<file path="src/rtl/pzvbus_mc_fifo_pkg.sv">
// rtl/pzvbus_mc_fifo_pkg.sv - shared types and width helpers for the multi-channel pzvbus FIFO
//
// Purpose: arbiter state encoding plus the channel-ID and word-count width
//          calculations used by the interface, the top and the arbiter.
// Ports:   none (package).
// Config:  PZVBUS_MC_FIFO_PACKET_LOCK_EN enables packet-locked arbitration (see arbiter).
package pzvbus_mc_fifo_pkg;

  typedef enum logic {
    ARB_IDLE  = 1'b0,
    ARB_GRANT = 1'b1
  } arb_state_e;

  // A single channel still needs a 1-bit ID field on the master stream.
  function automatic int calc_ch_width(input int channels);
    return (channels <= 1) ? 1 : $clog2(channels);
  endfunction

  // Occupancy must represent 0..DEPTH inclusive.
  function automatic int calc_count_width(input int depth);
    return $clog2(depth + 1);
  endfunction

endpackage

</file>
<file path="src/rtl/pzvbus_mc_fifo_if.sv">
// rtl/pzvbus_mc_fifo_if.sv - handshake bundle for the multi-channel FIFO (slave streams in, merged master stream out)
//
// Purpose: groups the per-channel slave streams and the merged master stream.
// Signals: i_valid/o_ready/i_payload  - CHANNELS slave streams (channel c at [c*WIDTH +: WIDTH])
//          o_valid/i_ready/o_payload/o_channel - merged master stream with source channel ID
// Modports: slave  - the FIFO's view (accepts slave streams, drives the master stream)
//           master - the environment's view (producers + consumer)
// Config:  PZVBUS_MC_FIFO_PACKET_LOCK_EN makes o_payload[WIDTH-1] a packet "last" marker.
interface pzvbus_mc_fifo_if
  import pzvbus_mc_fifo_pkg::*;
#(
  parameter int CHANNELS = 4,
  parameter int WIDTH    = 32,
  parameter int CH_W     = calc_ch_width(CHANNELS)
);

  logic [CHANNELS-1:0]       i_valid;
  logic [CHANNELS-1:0]       o_ready;
  logic [CHANNELS*WIDTH-1:0] i_payload;
  logic                      o_valid;
  logic                      i_ready;
  logic [WIDTH-1:0]          o_payload;
  logic [CH_W-1:0]           o_channel;

  modport slave (
    input  i_valid, i_payload, i_ready,
    output o_ready, o_valid, o_payload, o_channel
  );

  modport master (
    output i_valid, i_payload, i_ready,
    input  o_ready, o_valid, o_payload, o_channel
  );

endinterface

</file>
<file path="src/rtl/pzbcm_fifo.sv">
// rtl/pzbcm_fifo.sv - single-channel synchronous FIFO with flopped flags and any DEPTH >= 2
//
// Purpose: circular buffer, pointers wrap modulo DEPTH (power of two not required).
// Ports:   i_clk, i_rst_n (async active-low), i_clear (sync flush, wins over push/pop),
//          i_push/i_data, i_pop, o_data (head, combinational read),
//          o_count/o_empty/o_almost_full/o_full (flopped),
//          o_nonempty_next (occupancy after the coming edge, for same-cycle arbitration).
// Caller guarantees no push when full and no pop when empty.
module pzbcm_fifo #(
  parameter int DEPTH     = 8,
  parameter int WIDTH     = 32,
  parameter int THRESHOLD = DEPTH,
  parameter int COUNT_W   = $clog2(DEPTH + 1)
) (
  input  logic               i_clk,
  input  logic               i_rst_n,
  input  logic               i_clear,
  input  logic               i_push,
  input  logic [WIDTH-1:0]   i_data,
  input  logic               i_pop,
  output logic [WIDTH-1:0]   o_data,
  output logic [COUNT_W-1:0] o_count,
  output logic               o_empty,
  output logic               o_almost_full,
  output logic               o_full,
  output logic               o_nonempty_next
);

  localparam int PTR_W = (DEPTH > 1) ? $clog2(DEPTH) : 1;

  logic [WIDTH-1:0]   mem [DEPTH];
  logic [PTR_W-1:0]   wr_ptr_q, wr_ptr_d;
  logic [PTR_W-1:0]   rd_ptr_q, rd_ptr_d;
  logic [COUNT_W-1:0] count_q, count_d;
  logic               empty_q, empty_d;
  logic               full_q, full_d;
  logic               afull_q, afull_d;
  logic               do_push, do_pop;

  function automatic logic [PTR_W-1:0] ptr_inc(input logic [PTR_W-1:0] p);
    return (p == PTR_W'(DEPTH - 1)) ? '0 : p + PTR_W'(1);
  endfunction

  always_comb begin
    do_push  = i_push && !i_clear;
    do_pop   = i_pop && !i_clear;
    wr_ptr_d = wr_ptr_q;
    rd_ptr_d = rd_ptr_q;
    count_d  = count_q;
    if (i_clear) begin
      wr_ptr_d = '0;
      rd_ptr_d = '0;
      count_d  = '0;
    end else begin
      if (do_push) wr_ptr_d = ptr_inc(wr_ptr_q);
      if (do_pop)  rd_ptr_d = ptr_inc(rd_ptr_q);
      if (do_push && !do_pop)      count_d = count_q + COUNT_W'(1);
      else if (!do_push && do_pop) count_d = count_q - COUNT_W'(1);
    end
    empty_d = (count_d == '0);
    full_d  = (count_d == COUNT_W'(DEPTH));
    afull_d = (count_d >= COUNT_W'(THRESHOLD));
  end

  always_ff @(posedge i_clk or negedge i_rst_n) begin
    if (!i_rst_n) begin
      wr_ptr_q <= '0;
      rd_ptr_q <= '0;
      count_q  <= '0;
      empty_q  <= 1'b1;
      full_q   <= 1'b0;
      afull_q  <= 1'b0;
    end else begin
      wr_ptr_q <= wr_ptr_d;
      rd_ptr_q <= rd_ptr_d;
      count_q  <= count_d;
      empty_q  <= empty_d;
      full_q   <= full_d;
      afull_q  <= afull_d;
    end
  end

  // Storage is deliberately not reset; contents are invalid until pushed.
  always_ff @(posedge i_clk) begin
    if (do_push) mem[wr_ptr_q] <= i_data;
  end

  assign o_data          = mem[rd_ptr_q];
  assign o_count         = count_q;
  assign o_empty         = empty_q;
  assign o_full          = full_q;
  assign o_almost_full   = afull_q;
  assign o_nonempty_next = !empty_d;

endmodule

</file>
<file path="src/rtl/pzvbus_mc_fifo_arbiter.sv">
// rtl/pzvbus_mc_fifo_arbiter.sv - round-robin grant FSM for the multi-channel FIFO
//
// Purpose: owns the round-robin pointer, IDLE/GRANT state, packet lock and the
//          encoded/one-hot grant.
// Ports:   i_clk, i_rst_n (async active-low), i_avail_next (per-channel non-empty
//          after the coming edge), i_clear, i_ready, i_last (lock build only),
//          o_valid, o_grant (encoded), o_pop (one-hot pop strobe).
// Config:  PZVBUS_MC_FIFO_PACKET_LOCK_EN - hold the grant until a beat with last=1 pops.
module pzvbus_mc_fifo_arbiter
  import pzvbus_mc_fifo_pkg::*;
#(
  parameter int CHANNELS = 4,
  parameter int CH_W     = calc_ch_width(CHANNELS)
) (
  input  logic                i_clk,
  input  logic                i_rst_n,
  input  logic [CHANNELS-1:0] i_avail_next,
  input  logic [CHANNELS-1:0] i_clear,
  input  logic                i_ready,
`ifdef PZVBUS_MC_FIFO_PACKET_LOCK_EN
  input  logic                i_last,
`endif
  output logic                o_valid,
  output logic [CH_W-1:0]     o_grant,
  output logic [CHANNELS-1:0] o_pop
);

  arb_state_e      state_q, state_d;
  logic [CH_W-1:0] grant_q, grant_d;
  logic [CH_W-1:0] ptr_q, ptr_d;
  logic            valid_q, valid_d;
  logic [CH_W-1:0] base, idx, pick;
  logic            pick_found, pop, hold;

  // Round-robin search starts after the last served channel. In GRANT the search
  // is only consulted on a pop, when the pointer is about to become the grant.
  always_comb begin
    base       = (state_q == ARB_GRANT) ? grant_q : ptr_q;
    idx        = base;
    pick       = base;
    pick_found = 1'b0;
    for (int i = 1; i <= CHANNELS; i++) begin
      idx = CH_W'((int'(base) + i) % CHANNELS);
      if (!pick_found && i_avail_next[idx]) begin
        pick       = idx;
        pick_found = 1'b1;
      end
    end
  end

  always_comb begin
    pop     = valid_q && i_ready;
    state_d = state_q;
    grant_d = grant_q;
    ptr_d   = ptr_q;
    valid_d = valid_q;
    hold    = 1'b0;
    o_pop   = '0;
    if (pop) o_pop[grant_q] = 1'b1;

    case (state_q)
      ARB_IDLE: begin
        if (pick_found) begin
          state_d = ARB_GRANT;
          grant_d = pick;
          valid_d = 1'b1;
        end
      end
      default: begin
        if (i_clear[grant_q]) begin
          // Flushing the granted channel is the only way valid is withdrawn;
          // it also drops any packet lock.
          state_d = ARB_IDLE;
          valid_d = 1'b0;
        end else if (pop) begin
          ptr_d = grant_q;
`ifdef PZVBUS_MC_FIFO_PACKET_LOCK_EN
          hold = !i_last;
`endif
          if (hold) begin
            // Mid-packet: stay on this channel, valid tracks its occupancy.
            valid_d = i_avail_next[grant_q];
          end else if (pick_found) begin
            grant_d = pick;
            valid_d = 1'b1;
          end else begin
            state_d = ARB_IDLE;
            valid_d = 1'b0;
          end
        end else begin
          // Stalled or waiting on a locked channel: grant never moves here.
          valid_d = i_avail_next[grant_q];
        end
      end
    endcase
  end

  always_ff @(posedge i_clk or negedge i_rst_n) begin
    if (!i_rst_n) begin
      state_q <= ARB_IDLE;
      grant_q <= '0;
      ptr_q   <= CH_W'(CHANNELS - 1);
      valid_q <= 1'b0;
    end else begin
      state_q <= state_d;
      grant_q <= grant_d;
      ptr_q   <= ptr_d;
      valid_q <= valid_d;
    end
  end

  assign o_valid = valid_q;
  assign o_grant = grant_q;

endmodule

</file>
<file path="src/rtl/pzvbus_mc_fifo.sv">
// rtl/pzvbus_mc_fifo.sv - CHANNELS slave streams, each in its own FIFO, merged round-robin onto one master stream
//
// Purpose: per-channel buffering plus round-robin merge tagged with source channel ID.
// Ports:   i_clk, i_rst_n (async active-low), i_clear (per-channel sync flush),
//          bus (pzvbus_mc_fifo_if.slave: slave streams in, merged stream out),
//          o_empty/o_almost_full/o_full (per channel), o_word_count (COUNT_W per channel).
// Config:  PZVBUS_MC_FIFO_PACKET_LOCK_EN - payload bit WIDTH-1 is "last"; grant is held per packet.
module pzvbus_mc_fifo
  import pzvbus_mc_fifo_pkg::*;
#(
  parameter  int CHANNELS  = 4,
  parameter  int DEPTH     = 8,
  parameter  int WIDTH     = 32,
  parameter  int THRESHOLD = DEPTH,
  localparam int CH_W      = calc_ch_width(CHANNELS),
  localparam int COUNT_W   = calc_count_width(DEPTH)
) (
  input  logic                        i_clk,
  input  logic                        i_rst_n,
  input  logic [CHANNELS-1:0]         i_clear,
  pzvbus_mc_fifo_if.slave             bus,
  output logic [CHANNELS-1:0]         o_empty,
  output logic [CHANNELS-1:0]         o_almost_full,
  output logic [CHANNELS-1:0]         o_full,
  output logic [CHANNELS*COUNT_W-1:0] o_word_count
);

  logic [CHANNELS-1:0] push;
  logic [CHANNELS-1:0] pop;
  logic [CHANNELS-1:0] avail_next;
  logic [WIDTH-1:0]    head [CHANNELS];
  logic [CH_W-1:0]     grant;

  assign bus.o_ready = ~o_full & ~i_clear;
  assign push        = bus.i_valid & bus.o_ready;

  for (genvar c = 0; c < CHANNELS; c++) begin : g_ch
    pzbcm_fifo #(
      .DEPTH     (DEPTH),
      .WIDTH     (WIDTH),
      .THRESHOLD (THRESHOLD),
      .COUNT_W   (COUNT_W)
    ) u_fifo (
      .i_clk           (i_clk),
      .i_rst_n         (i_rst_n),
      .i_clear         (i_clear[c]),
      .i_push          (push[c]),
      .i_data          (bus.i_payload[c*WIDTH +: WIDTH]),
      .i_pop           (pop[c]),
      .o_data          (head[c]),
      .o_count         (o_word_count[c*COUNT_W +: COUNT_W]),
      .o_empty         (o_empty[c]),
      .o_almost_full   (o_almost_full[c]),
      .o_full          (o_full[c]),
      .o_nonempty_next (avail_next[c])
    );
  end

  pzvbus_mc_fifo_arbiter #(
    .CHANNELS (CHANNELS),
    .CH_W     (CH_W)
  ) u_arbiter (
    .i_clk        (i_clk),
    .i_rst_n      (i_rst_n),
    .i_avail_next (avail_next),
    .i_clear      (i_clear),
    .i_ready      (bus.i_ready),
`ifdef PZVBUS_MC_FIFO_PACKET_LOCK_EN
    .i_last       (bus.o_payload[WIDTH-1]),
`endif
    .o_valid      (bus.o_valid),
    .o_grant      (grant),
    .o_pop        (pop)
  );

  // Grant only changes on pop or clear, so the head mux is stable during a stall.
  assign bus.o_payload = head[grant];
  assign bus.o_channel = grant;

endmodule
</file>
<file path="src/flat_wrapper.sv">
// flat-port wrapper written by rule: the top's interface ports become plain ports
module pzvbus_mc_fifo_flat import pzvbus_mc_fifo_pkg::*;
#(
  parameter  int CHANNELS  = 4,
  parameter  int DEPTH     = 8,
  parameter  int WIDTH     = 32,
  parameter  int THRESHOLD = DEPTH,
  localparam int CH_W      = calc_ch_width(CHANNELS),
  localparam int COUNT_W   = calc_count_width(DEPTH)
)
  (i_clk, i_rst_n, i_clear, o_empty, o_almost_full, o_full, o_word_count, bus_i_valid, bus_i_payload, bus_i_ready, bus_o_ready, bus_o_valid, bus_o_payload, bus_o_channel);
  pzvbus_mc_fifo_if #(.CHANNELS(CHANNELS), .WIDTH(WIDTH)) bus_i ();
  input  logic i_clk;
  input  logic i_rst_n;
  input  logic [CHANNELS-1:0] i_clear;
  output logic [CHANNELS-1:0] o_empty;
  output logic [CHANNELS-1:0] o_almost_full;
  output logic [CHANNELS-1:0] o_full;
  output logic [CHANNELS*COUNT_W-1:0] o_word_count;
  input wire logic [$bits(bus_i.i_valid)-1:0] bus_i_valid;
  input wire logic [$bits(bus_i.i_payload)-1:0] bus_i_payload;
  input wire logic [$bits(bus_i.i_ready)-1:0] bus_i_ready;
  output wire logic [$bits(bus_i.o_ready)-1:0] bus_o_ready;
  output wire logic [$bits(bus_i.o_valid)-1:0] bus_o_valid;
  output wire logic [$bits(bus_i.o_payload)-1:0] bus_o_payload;
  output wire logic [$bits(bus_i.o_channel)-1:0] bus_o_channel;
  assign bus_i.i_valid = bus_i_valid;
  assign bus_i.i_payload = bus_i_payload;
  assign bus_i.i_ready = bus_i_ready;
  assign bus_o_ready = bus_i.o_ready;
  assign bus_o_valid = bus_i.o_valid;
  assign bus_o_payload = bus_i.o_payload;
  assign bus_o_channel = bus_i.o_channel;
  pzvbus_mc_fifo #(.CHANNELS(CHANNELS), .DEPTH(DEPTH), .WIDTH(WIDTH), .THRESHOLD(THRESHOLD)) u_core (.i_clk(i_clk), .i_rst_n(i_rst_n), .i_clear(i_clear), .bus(bus_i), .o_empty(o_empty), .o_almost_full(o_almost_full), .o_full(o_full), .o_word_count(o_word_count));
endmodule
</file>
<file path="config.mk">
export PLATFORM = sky130hd
export DESIGN_NAME = pzvbus_mc_fifo_flat
export DESIGN_NICKNAME = d
export VERILOG_FILES = /design/src/rtl/pzvbus_mc_fifo_pkg.sv /design/src/rtl/pzvbus_mc_fifo_if.sv /design/src/rtl/pzbcm_fifo.sv /design/src/rtl/pzvbus_mc_fifo_arbiter.sv /design/src/rtl/pzvbus_mc_fifo.sv /design/src/flat_wrapper.sv
export SDC_FILE = /design/constraint.sdc
export NUM_CORES = 1
export LEC_CHECK = 0
export CAP_MARGIN = 20
export CORE_AREA = 4 4 310 312
export DETAILED_ROUTE_END_ITERATION = 7
export DIE_AREA = 0 0 314 316
export PLACE_DENSITY = 0.74
export SYNTH_ARGS = -nofsm -noshare
export SYNTH_HDL_FRONTEND = slang
export SYNTH_SLANG_ARGS = --single-unit
</file>
<file path="constraint.sdc">
create_clock -name i_clk -period 6.6 [get_ports i_clk]
set_clock_uncertainty 0.05 [all_clocks]
set_input_delay 0.99 -clock i_clk [delete_from_list [all_inputs] [get_ports i_clk]]
set_output_delay 0.99 -clock i_clk [all_outputs]
set_load 0.05 [all_outputs]
</file>
### Yosys cells after proc, flatten, opt, wreduce, memory -nomap -nowiden

Memories as Yosys holds them, arrays and structs flattened.
Index checks and enable logic that the tools add are counted.

* divide/modulo/power cells: 0
* multiply operators: 0
* shifts and indexed selects: 0
* add/sub/neg operators: 20
* mux-type cells: 83
* bitwise logic cells: 6
* reductions and logical operators: 55
* equality and inequality tests: 14
* order comparisons: 11

Operators by type and width (number)
* 3-bit two-way mux: 24
* 32-bit binary-select mux with 2-bit select: 1
* 32-bit two-way mux: 2
* 4-bit two-way mux: 13
* 1-bit two-way mux: 27
* 3-bit by 1-bit adder with 3-bit output, second input constant: 8
* 3-bit == test, second input constant: 8
* 1-bit logical AND: 21
* 1-bit zero test: 19
* 2-bit two-way mux: 9
* 2-bit nonzero test: 9
* 4-bit by 1-bit adder with 4-bit output, second input constant: 4
* 4-bit == test, second input constant: 4
* 4-bit greater-or-equal comparator, second input constant: 4
* 4-bit zero test: 4
* 4-bit by 1-bit subtractor with 4-bit output, second input constant: 4
* 2-bit by 3-bit < comparator with 1-bit output, second input constant: 5
* 1-bit binary-select mux with 2-bit select: 6
* 4-bit bitwise AND: 2
* 4-bit inverter: 2
* 2-bit by 1-bit adder with 2-bit output, second input constant: 2
* 2-bit adder, second input constant: 2
* 3-bit greater-or-equal comparator, second input constant: 1
* 2-bit inverter with 3-bit output: 1
* other kinds (7): 7

* logic and storage cells: 221
* RAM bits: 1024
* memories: 4
* register bits: 58
* ROM bits: 0
* latch bits: 0

Memory list
* u_core.g_ch[0].u_fifo.mem: depth 8, width 32, read ports 1, clocked after memory_dff 0, wr ports 1, RTL line pzbcm_fifo.sv:31 `logic [WIDTH-1:0] mem [DEPTH];`
* u_core.g_ch[1].u_fifo.mem: depth 8, width 32, read ports 1, clocked after memory_dff 0, wr ports 1, RTL line pzbcm_fifo.sv:31
* u_core.g_ch[2].u_fifo.mem: depth 8, width 32, read ports 1, clocked after memory_dff 0, wr ports 1, RTL line pzbcm_fifo.sv:31
* u_core.g_ch[3].u_fifo.mem: depth 8, width 32, read ports 1, clocked after memory_dff 0, wr ports 1, RTL line pzbcm_fifo.sv:31

### Depth between registers and ports, before layout

* depth in word-level cells: 28
* mapped depth: 10

### Modules after synthesis

Synthesis repeated with hierarchy kept, for this count alone.

* cells, all modules: 1919
* area, all modules: 42963.7 um2

By module, submodules not included
* pzbcm_fifo at u_core.g_ch[1].u_fifo: seq. area each 8013.9 um2, cells each 455, instances 1, area an instance 10397.5 um2
* pzbcm_fifo at u_core.g_ch[3].u_fifo: seq. area each 8013.9 um2, cells each 453, instances 1, area an instance 10393.7 um2
* pzbcm_fifo at u_core.g_ch[2].u_fifo: seq. area each 8013.9 um2, cells each 455, instances 1, area an instance 10362.4 um2
* pzbcm_fifo at u_core.g_ch[0].u_fifo: seq. area each 8013.9 um2, cells each 452, instances 1, area an instance 10361.2 um2
* pzvbus_mc_fifo: seq. area each 0.0 um2, cells each 47, instances 1, area an instance 859.6 um2
* pzvbus_mc_fifo_arbiter: seq. area each 152.6 um2, cells each 57, instances 1, area an instance 589.3 um2

### Worst setup path before layout

OpenSTA, ideal clock, no wires.

* path type: input port to flip-flop
* start point: in i_clear[1]
* end point: mem u_core.g_ch[1].u_fifo.mem[2][0], enable pin
* buffers on the path: 2
* cell stages on the path: 4
* arrival time: 5.062 ns
* setup time: 0.513 ns
* path slack: 0.975 ns
* cells stage by stage: buf_6 -> or3b_4 -> buf_6 -> nor4b_1

* word-level cells in the longest chain between the ends: 6
* elaborated cells on any way between the ends: 7
* those cells by class: mux: 2; bitwise: 3; reduce/logical: 2

Ends and longest elaborated chain
* start, declared: RTL line flat_wrapper.sv:15 `input logic [CHANNELS-1:0] i_clear;`
* 4-bit inverter: RTL line pzvbus_mc_fifo.sv:34 `assign bus.o_ready = ~o_full & ~i_clear;`
* 4-bit bitwise AND: RTL line pzvbus_mc_fifo.sv:34
* 4-bit bitwise AND: RTL line pzvbus_mc_fifo.sv:35 `assign push = bus.i_valid & bus.o_ready;`
* 1-bit logical AND *: RTL line pzbcm_fifo.sv:45 `do_push = i_push && !i_clear;`
* 1-bit two-way mux *: RTL line pzbcm_fifo.sv:85 `if (do_push) mem[wr_ptr_q] <= i_data;`
* 1-bit two-way mux (implied by the code) *: RTL line pzbcm_fifo.sv:85
* end, declared: RTL line pzbcm_fifo.sv:31

Every way passes the cells marked *; elsewhere a longest branch is shown, timed or not.

### Worst setup path in the final report

* start point: reg u_core.g_ch[3].u_fifo.rd_ptr_q[0]
* end point: out bus_o_payload[24]

* word-level cells in the longest chain between the ends: 4

Ends and longest elaborated chain
* start, declared: RTL line pzbcm_fifo.sv:33 `logic [PTR_W-1:0] rd_ptr_q, rd_ptr_d;`
* start signal, assigned: RTL line pzbcm_fifo.sv:75 `rd_ptr_q <= rd_ptr_d;`
* memory 8 x 32 bit
* 32-bit binary-select mux with 2-bit select: RTL line pzvbus_mc_fifo.sv:77 `assign bus.o_payload = head[grant];`
* 32-bit two-way mux (implied by the code) (2 in series): RTL line pzvbus_mc_fifo.sv:77
* end, declared: RTL line flat_wrapper.sv:25 `output wire logic [$bits(bus_i.o_payload)-1:0] bus_o_payload;`

No other way between the ends. The select of a mux whose other input is x is not followed.

==> flow_metrics.env <==
export IMPL_outcome="complete, no violations"
export IMPL_fp_dieW_um=314
export IMPL_yosys_register_bits=1082
export IMPL_viasPerCell=5.96
export IMPL_cp_slowest_stage_delay_ps=920
export IMPL_synth_most_common_cell="edfxtp_1"
export IMPL_vdd_ir_drop_max_mv=0.228
export IMPL_drive_above_1_share_pct=25.1
export IMPL_cts_repair_resized=0
export IMPL_hold_viol=0
export IMPL_finalNetCount=2431
export IMPL_timing_rr_start="u_core.u_arbiter.o_grant[1]"
export IMPL_p_sw_w=0.00474
export IMPL_async_flop_share_pct=5.36
export IMPL_intPower_w=0.0121
export IMPL_ff2ff_path_depth=9
export IMPL_wl_per_cell_um=29.5
export IMPL_ys_seq_area_share_pct=75.4
export IMPL_yosysWarnings=0
export IMPL_fill_cells=7000
export IMPL_drv_slew=0
export IMPL_ant_nets=0
export IMPL_cpMaxStageDelayCell="dfrtp_4"
export IMPL_syn_inst=2012
export IMPL_worstPathMaxFanout=38
export IMPL_p_sw_share_pct=28.2
export IMPL_cts_setup_buffers=0
export IMPL_synth_common_cells="edfxtp_1 (1,024), mux4_2 (257), mux2i_1 (99)"
export IMPL_vias=21500
export IMPL_synth_top_area_share_pct=72.0
export IMPL_worstMarginPinSlew_ps=1100
export IMPL_portBuffers=205
export IMPL_fin_crit_sh_pct=84.1
export IMPL_first_pass_iters=5
export IMPL_dieArea_sq_um=99200
export IMPL_tns_ps=0
export IMPL_synthTopCellsByArea="edfxtp_1 (72%), mux4_2 (14%), dfrtp_1 (3.0%)"
export IMPL_crit_start="u_core.g_ch[3].u_fifo.rd_ptr_q[0]"
export IMPL_synth_main_ff_cell="edfxtp_1"
export IMPL_max_slew_margin_pct=26.8
export IMPL_routed_wl_um=107000
export IMPL_grt_ovfl_total=0
export IMPL_grt_max_degree=59
export IMPL_max_freq_mhz=180
export IMPL_syn_avg_cell_area_sq_um=21.2
export IMPL_power_density_nw_per_um2=338
export IMPL_netlist_area_sq_um=42700
export IMPL_r2r_setup_slack_ps=2920
export IMPL_power_share_clock_pct=34.4
export IMPL_whs_ps=490
export IMPL_critPathBufInv=2
export IMPL_clk_latency_ps=680
export IMPL_antenna_found_initial=34
export IMPL_drc=0
export IMPL_area_growth_syn_to_layout_pct=16.8
export IMPL_synth_cell_types=66
export IMPL_hold_class="in2async"
export IMPL_rsz0062_at_grt="false"
export IMPL_grt_first_pass_wirelength_um=154000
export IMPL_drv_cap=0
export IMPL_cts_root_buf="clkbuf_16"
export IMPL_crit_chain="buf_4 > mux4_2 > mux2i_1 > nand2_1 > o211ai_1 > o221ai_1 > clkdlybuf4s50_1"
export IMPL_cts_reportedPaths_clkPinSlew_ps=60
export IMPL_leakagePower_nw=15.4
export IMPL_timing_critical_path_required_ps=5560
export IMPL_gp_congestion=0.783
export IMPL_yosys_area_top_type="edfxtp_1"
export IMPL_die_h_um=316
export IMPL_synth_fp_nets=2174
export IMPL_synth_edf_count=1024
export IMPL_clockBufferDepth=3
export IMPL_cpLargestDelayFamily="buffers and inverters"
export IMPL_dp_slack_ps=1760
export IMPL_initial_core_util_pct=45.9
export IMPL_core_area_sq_um=93000
export IMPL_comb_power_share_pct=18.5
export IMPL_boundaryPins=206
export IMPL_worst_slack_ps=1050
export IMPL_cp_arrival_ps=4510
export IMPL_dr_first_iter_drc_count=2714
export IMPL_crit_path_start_kind="register"
export IMPL_timing_worst_setup_path_type="reg2out"
export IMPL_cp_end_kind="output port"
export IMPL_cts_sink_count=1082
export IMPL_row_count=112
export IMPL_h_tree_depth=3
export IMPL_hpwl_um=67800
export IMPL_grt_pass1_vias=21500
export IMPL_min_period_ps=5550
export IMPL_cp_depth=7
export IMPL_pwr_share_seq_pct=47.1
export IMPL_setup_violations=0
export IMPL_ctsHoldBuffers=0
export IMPL_tritoncts_num_buffers=106
export IMPL_grt_usage_pct=21.4
export IMPL_cts_tree="yes"
==> area by class of cell <==
type	count	area, sq um	share of cell area [%]
inverters	12	45.0	0.0903
flip-flops and latches	1082	32200	64.6
diodes	12	30.0	0.0602
clock inverters	50	458	0.918
repair buffers	269	2560	5.14
clock buffers	139	2900	5.81
multi-input cells	798	10100	20.2
well taps	1254	1570	3.15
==> routing by layer <==
metal  GRT usage [%]  wire length (um)  vias to the layer above  part of all wire (%)
met5               0               210                        -                  0.20
met4            5.01              2230                       32                   2.1
met3            5.71             10500                      169                   9.8
met2            34.3             51800                     1013                    48
met1            29.7             42100                    11400                    39
li1                -                 -                     8887                     -
==> layout by cell type (no fill, tap or decap), drive strengths merged, types with 14 or more instances in the layout <==
| master | netlist | final |
|---|---|---|
| nor2 | 54 | 54 |
| edfxtp | 1024 | 1024 |
| a21oi | 34 | 34 |
| mux2i | 99 | 99 |
| dfrtp | 52 | 52 |
| nor3 | 25 | 25 |
| inv | 12 | 14 |
| clkdlybuf4s50 | 0 | 204 |
| nand3 | 14 | 14 |
| buf | 61 | 65 |
| o211ai | 33 | 33 |
| ha | 23 | 23 |
| o221ai | 33 | 33 |
| mux2 | 39 | 39 |
| nand2 | 81 | 81 |
| clkinv | 0 | 40 |
| mux4 | 257 | 257 |
| clkbuf | 59 | 139 |
==> per-stage QoR <==
stage                     cells  utilization, %  total power (W)  area (sq um)
final                      3616            53.6           0.0168         49900
after floorplan            2012               -          0.00994         42700
after detailed placement   3413            50.0           0.0112         46500
after global routing       3607            53.6           0.0174         49900
after global placement     3412            49.9           0.0111         46500
after CTS                  3602            53.6           0.0169         49800
==> final timing paths <==
kind / to
min in group i_clk: u_core.u_arbiter.ptr_q[1]
max in group asynchronous: u_core.g_ch[3].u_fifo.rd_ptr_q[0]
worst max register to register: u_core.u_arbiter.o_valid
worst min-delay path: u_core.g_ch[0].u_fifo.rd_ptr_q[2]
worst min register to register: u_core.u_arbiter.ptr_q[1]
worst max-delay path: bus_o_payload[24]
==> state kept, by name, summed over array words and instances, names as in the netlist <==
name                              flops
u_core.g_ch.u_fifo.rd_ptr_q          12
u_core.g_ch.u_fifo.wr_ptr_q          12
u_core.u_arbiter.ptr_q                2
u_core.g_ch.u_fifo.o_count           16
u_core.u_arbiter.o_grant              2
u_core.g_ch.u_fifo.o_full             4
u_core.u_arbiter.state_q              1
u_core.g_ch.u_fifo.o_empty            4
u_core.g_ch.u_fifo.mem             1024
u_core.u_arbiter.o_valid              1
u_core.g_ch.u_fifo.o_almost_full      4
==> logic make-up (layout without fill, tap and decap cells) <==
kind of cell	Yosys count	count (layout)	share of synthesized area [%]
adders and majority gates	23	23	0.674
other	0	12	0
and+or+nand+nor	240	240	3.14
DFF	1082	1082	75.4
muxes	395	395	16.9
AOI/OAI and AO/OA	131	131	2.21
xor gates and xnor gates	9	9	0.185
buffers and inverters	132	470	1.45
==> power groups by stage <==
stage	Clock [W]	Combinational [W]	Sequential, W
finish	0.00579	0.00312	0.00793
global route	0.00618	0.00326	0.00796
CTS	0.00588	0.00312	0.00794
detailed placement	0	0.00311	0.00808
global placement	0	0.00306	0.00806
floorplan	0	0.00194	0.00800
Power figures use the tool's default switching activity.
